[config.mk]
export PLATFORM = sky130hd
export DESIGN_NAME = input_vc_buffer
export DESIGN_NICKNAME = d
export VERILOG_FILES = /design/src/rtl/input_vc_buffer.sv
export SDC_FILE = /design/constraint.sdc
export NUM_CORES = 1
export LEC_CHECK = 0
export CELL_PAD_IN_SITES_DETAIL_PLACEMENT = 0
export CELL_PAD_IN_SITES_GLOBAL_PLACEMENT = 1
export CORE_MARGIN = 10
export CORE_UTILIZATION = 30
export CTS_CLUSTER_DIAMETER = 150
export DETAILED_ROUTE_END_ITERATION = 12
export PLACE_DENSITY_LB_ADDON = 0.1
export SETUP_SLACK_MARGIN = 0.3
export SYNTH_ARGS = -nofsm -noshare
export SYNTH_HDL_FRONTEND = slang
export SYNTH_SLANG_ARGS = --single-unit
[constraint.sdc]
create_clock -name clk -period 5.1 [get_ports clk]
set_clock_uncertainty 0.2 [all_clocks]
set_input_delay 1.02 -clock clk [delete_from_list [all_inputs] [get_ports clk]]
set_output_delay 1.02 -clock clk [all_outputs]
set_load 0.01 [all_outputs]
[src/rtl/input_vc_buffer.sv]
// ---------------------------------------------------------------------------
// input_vc_buffer
//   Router input port. Link flits are steered into per-VC first-word-fall-
//   through FIFOs according to the VCID field in the top two bits of the flit.
//   Each VC head flit is presented to the route/switch logic. Every dequeue
//   returns one credit pulse to the upstream output VC controller. After reset
//   an init sequencer pulses all credit lines INIT_CREDITS times. This seeds
//   the upstream credit counters with the buffer space available here.
//
// Ports
//   clk           rising-edge clock for all logic
//   rstn          synchronous reset, active-low
//   in_valid      link flit valid
//   in_data       link flit: [DW-1:DW-2]=VCID, [DW-3:DW-4]=flit type
//   rd_en         per-VC dequeue request from the switch allocator
//   vc_valid      per-VC FIFO non-empty
//   vc_flit       per-VC head flit, VC v at [v*DW +: DW]
//   credit_upd    registered one-cycle credit pulse per VC, to upstream
//   init_done     high once credit seeding has finished
//   overflow_err  sticky: a flit was dropped (VC full or VCID out of range)
// ---------------------------------------------------------------------------
`ifndef BUF_DEPTH
`define BUF_DEPTH 4
`endif
`ifndef DW
`define DW 16
`endif

module input_vc_buffer #(
  parameter int VC_NUM       = 4,
  parameter int DEPTH        = `BUF_DEPTH,
  parameter int INIT_CREDITS = DEPTH,
  parameter int DW           = `DW
) (
  input  logic                 clk,
  input  logic                 rstn,
  input  logic                 in_valid,
  input  logic [DW-1:0]        in_data,
  input  logic [VC_NUM-1:0]    rd_en,
  output logic [VC_NUM-1:0]    vc_valid,
  output logic [VC_NUM*DW-1:0] vc_flit,
  output logic [VC_NUM-1:0]    credit_upd,
  output logic                 init_done,
  output logic                 overflow_err
);

  localparam int PW = (DEPTH > 1) ? $clog2(DEPTH) : 1;
  localparam int OW = $clog2(DEPTH + 1);
  localparam int CW = (INIT_CREDITS > 1) ? $clog2(INIT_CREDITS + 1) : 1;

  typedef enum logic {INIT, RUN} state_t;

  state_t          state;
  state_t          state_next;
  logic [CW-1:0]   init_cnt;

  logic [DW-1:0]   mem    [VC_NUM][DEPTH];
  logic [PW-1:0]   wr_ptr [VC_NUM];
  logic [PW-1:0]   rd_ptr [VC_NUM];
  logic [OW-1:0]   occ    [VC_NUM];

  logic [VC_NUM-1:0] wr_ok;
  logic [VC_NUM-1:0] rd_ok;
  logic              drop;
  logic [1:0]        vcid;

  // Pointers wrap explicitly. This keeps a non-power-of-two DEPTH correct.
  function automatic logic [PW-1:0] next_ptr(input logic [PW-1:0] p);
    return (p == PW'(DEPTH - 1)) ? '0 : p + 1'b1;
  endfunction

  assign vcid = in_data[DW-1:DW-2];

  // Per-VC write/read qualification. A full VC is judged on its occupancy
  // before the edge, so a simultaneous pop never makes room for a write.
  // VCIDs with no matching VC produce no wr_ok bit and are therefore dropped.
  always_comb begin
    wr_ok = '0;
    rd_ok = '0;
    for (int v = 0; v < VC_NUM; v++) begin
      wr_ok[v] = in_valid && (vcid == 2'(v)) && (occ[v] < OW'(DEPTH));
      rd_ok[v] = (state == RUN) && rd_en[v] && (occ[v] != '0);
    end
    drop = in_valid && (wr_ok == '0);
  end

  // FIFO storage, pointers and occupancy. Reset clears the RAM as well,
  // so every head flit reads as zero until it is written.
  always_ff @(posedge clk) begin
    if (!rstn) begin
      for (int v = 0; v < VC_NUM; v++) begin
        wr_ptr[v] <= '0;
        rd_ptr[v] <= '0;
        occ[v]    <= '0;
        for (int s = 0; s < DEPTH; s++) begin
          mem[v][s] <= '0;
        end
      end
    end else begin
      for (int v = 0; v < VC_NUM; v++) begin
        if (wr_ok[v]) begin
          mem[v][wr_ptr[v]] <= in_data;
          wr_ptr[v]         <= next_ptr(wr_ptr[v]);
        end
        if (rd_ok[v]) begin
          rd_ptr[v] <= next_ptr(rd_ptr[v]);
        end
        if (wr_ok[v] && !rd_ok[v]) begin
          occ[v] <= occ[v] + 1'b1;
        end else if (!wr_ok[v] && rd_ok[v]) begin
          occ[v] <= occ[v] - 1'b1;
        end
      end
    end
  end

  // State register and init counter for the credit-seeding sequencer.
  always_ff @(posedge clk) begin
    if (!rstn) begin
      state    <= INIT;
      init_cnt <= '0;
    end else begin
      state <= state_next;
      if (state == INIT) begin
        init_cnt <= init_cnt + 1'b1;
      end
    end
  end

  // Leave INIT on the cycle that issues the last seeding pulse.
  // After that the sequencer stays in RUN until the next reset.
  always_comb begin
    state_next = state;
    case (state)
      INIT:    if (init_cnt == CW'(INIT_CREDITS - 1)) state_next = RUN;
      RUN:     state_next = RUN;
      default: state_next = INIT;
    endcase
  end

  // Registered status outputs. While seeding, every VC pulses credit on each
  // cycle. After seeding, each accepted pop pulses its own VC one cycle later.
  always_ff @(posedge clk) begin
    if (!rstn) begin
      credit_upd   <= '0;
      init_done    <= 1'b0;
      overflow_err <= 1'b0;
    end else begin
      credit_upd   <= (state == INIT) ? '1 : rd_ok;
      init_done    <= (state == RUN);
      overflow_err <= overflow_err | drop;
    end
  end

  // Head presentation. vc_flit comes straight from the RAM head slot, so it
  // is meaningless whenever vc_valid is low.
  always_comb begin
    vc_valid = '0;
    vc_flit  = '0;
    for (int v = 0; v < VC_NUM; v++) begin
      vc_valid[v]         = (occ[v] != '0);
      vc_flit[v*DW +: DW] = mem[v][rd_ptr[v]];
    end
  end

endmodule

==> out/results.txt <==
clk root buf = clkbuf_16
Yosys top cell area share = 39.8%
# clock sinks = 294
final period utilization = 75.8%
Buf/Inv on CP = 1
PostCTS Resize Cnt = 0
Slew HR = 29.1%
Port-buffer cells = 96
Cell Chain, Critical Path = mux4_2, clkdlybuf4s50_1
detailed-route wire length = 36100 um
Commonest cells post-synth = 172 x edfxtp_1, 122 x dfxtp_1, 100 x nand2_1
total setup buffers inserted after CTS = 0
Slew Limit Fails = 0
Die W = 228 um
post-route ant nets = 0
outcome = complete, no violations
Area Overhead vs Synth = 20.9%
Synth Area in Simple Gates = 12.0%
asr flop ratio synth = 0%
Peak VDD IR = 0.183 mV
cell family with the largest share of critical-path delay = flip-flops
Leak Pwr = 5.90 nW
antenna violations before repair = 0
final hold violation count = 0
pin count of the biggest net entering global routing = 67
slowest CP cell = edfxtp_1
drt wl/cell = 21.6 um
FILL cells = 4142
cts hold-fix bufs = 0
CORE AREA = 42900 um^2
largest family of logic cells by synthesized area = multiplexers
router iterations before antenna repair = 5
Setup violations, final = 0
Max Fclk = 0.259 GHz
CTS tree = done
antenna cells = 0
Tot GR Track Use = 13.8%
Via density = 4.88
maxcap violations = 0
first-pass GRT wire length = 55600 um
CTS buffer count = 36
Ports = 97
Critical Path Max Stage Delay = 1.02 ns
register area = 7610 um^2
RePlAce Congestion = 0.714
Worst Setup Start Kind = flop
sequential area share after synthesis = 58.6%
Worst-Skew Late Latency = 0.53 ns
total global routing overflow = 0
actual slew at the worst max-slew pin = 1.06 ns
Hold Path Class = flop to flop
Most used DFF post-synth = edfxtp_1
Area contributors post-synth = edfxtp_1 40%, dfxtp_1 19%, mux4_2 11%, mux2i_1 4.5%, nand2_1 2.9%
CP Data Required Time = 3.88 ns
die area = 52000 um^2
H-tree lvl count = 2
Synth Area in XOR/XNOR = 0.530%
post-layout util = 36.6%
yosys warns = 0
Crit Path Max Fanout = 17
worst endpoint data arrival time = 2.65 ns
num rows = 76
Initial Util = 30.2%
Compound-Gate Fraction of Synth Area = 6.29%
Post-route DRC = 0
clock tree buffer depth = 3
Min Clock Period, post-route = 3.87 ns
Clock Pin Slew Worst Setup and Hold Paths = 0.06 ns
Mapped Cells = 973
Mapped Avg Cell Area = 13.3 um^2
pwr dens = 359 nW/um^2
Detail Placement HPWL = 23300 um
synthesized area = 13000 um^2
Die Y = 228 um
CP Capture Type = output port
kind of critical path = flop to output port
Nets = 1112
RSZ-0062 raised after global routing = false
most frequent cell after synthesis = edfxtp_1
adder and majority gate portion of the synthesized area = 2.87%
Via Count = 8156
post-synthesis mux area share = 15.6%
#FFs+latches synth = 294
area of the multi-input gates = 4880 um^2
Synth cell types = 52
DRT iter0 DRCs = 442
TNS Setup = 0 ns
Synth area leader = edfxtp_1
vias in the first global route = 8540
EDFF count, synth = 172
layout cell share with drive strength beyond 1 = 14.3%
## logic make-up (layout without fill, tap and decap cells)
family / Yosys count / count (layout)
AOI/OAI and AO/OA: 125 / 125
xor gates and xnor gates: 7 / 7
adders and majority gates: 28 / 28
buffers and inverters: 118 / 226
DFF: 294 / 294
muxes: 122 / 122
other: 1 / 8
and+or+nand+nor: 278 / 278
## final timing paths
path           startpoint           to  slack, ns  cells after the start
max          rd_ptr[3][1]  vc_flit[49]       1.23                      2
min           mem[0][142]  mem[0][142]       0.22                      2
max reg2reg  wr_ptr[2][0]   mem[0][90]       2.12                      5
min reg2reg   mem[0][142]  mem[0][142]       0.22                      2
## cell type report
cell class	count	area share (%)
clock buffers	49	6.78
clock inverters	16	0.686
inverters	40	0.957
multi-input cells	568	31.1
flip-flops and latches	294	48.5
well taps	585	4.67
repair buffers	121	7.31
## state kept, by name, indices dropped and copies added, names as in the netlist
signal        flops
init_done         1
state             1
credit_upd        4
mem             256
init_cnt          3
wr_ptr            8
overflow_err      1
occ              12
rd_ptr            8
## per-stage QoR
step / power [mW] / instances / setup WS [ns] / hold slack (ns) / instance area, um^2
6_report: 5.63 / 1673 / 1.23 / 0.224 / 15700
5_1_grt: 5.86 / 1673 / 1.09 / 0.262 / 15700
4_1_cts: 5.74 / 1673 / 1.15 / 0.230 / 15700
3_5_place_dp: 3.18 / 1608 / 0.964 / 0.219 / 14500
3_3_place_gp: 3.18 / 1608 / 1.09 / 0.218 / 14500
2_1_floorplan: 2.94 / 980 / 1.88 / 0.206 / 13000
## power breakdown
part           leakage, nW  switching, mW  internal, mW
logic                 2.56          0.274         0.191
clock network        0.582           1.01          1.51
registers             2.76         0.0481          2.60
total                 5.90           1.33          4.30
## routing by layer
layer	up-vias	part of all wire, %	global-route usage (%)
met5	-	0	0
met4	0	1.6	3.35
met3	45	4.0	2.68
met2	153	48	22.7
met1	4113	46	18.4
li1	3845	-	-
## worst min-delay path, delay by kind of cell, from the launching register on
kind / cells / cell delay, ns
flops: 1 / 0.30
simple gates: 2 / 0.08
## placed cells by master, fill, tap and decap left out, types with 3 or more instances in the layout
cell type,netlist,final
edfxtp_1,172,172
dfxtp_1,122,122
nand2_1,100,100
clkdlybuf4s50_1,0,95
mux4_2,64,64
mux2i_1,58,58
and2_1,56,56
a21oi_1,51,51
o31ai_1,43,43
nand4_1,43,43
inv_1,40,39
clkbuf_16,0,39
buf_4,2,26
ha_1,25,25
a31oi_1,15,15
nor3_1,11,11
nand3_1,9,9
nor2_1,9,9
conb_1,1,8
clkinv_2,0,7
clkinv_1,0,7
or4_1,6,6
nand2b_1,6,6
or3_1,5,5
and3_1,5,5
nor4_1,5,5
clkbuf_1,35,5
clkbuf_8,0,5
nand4_4,4,4
nor3b_1,4,4
o21ai_0,3,3
xor2_1,3,3
xnor2_1,3,3
o21a_1,3,3
fa_1,3,3
No activity file was read; power rests on OpenSTA's default activity.
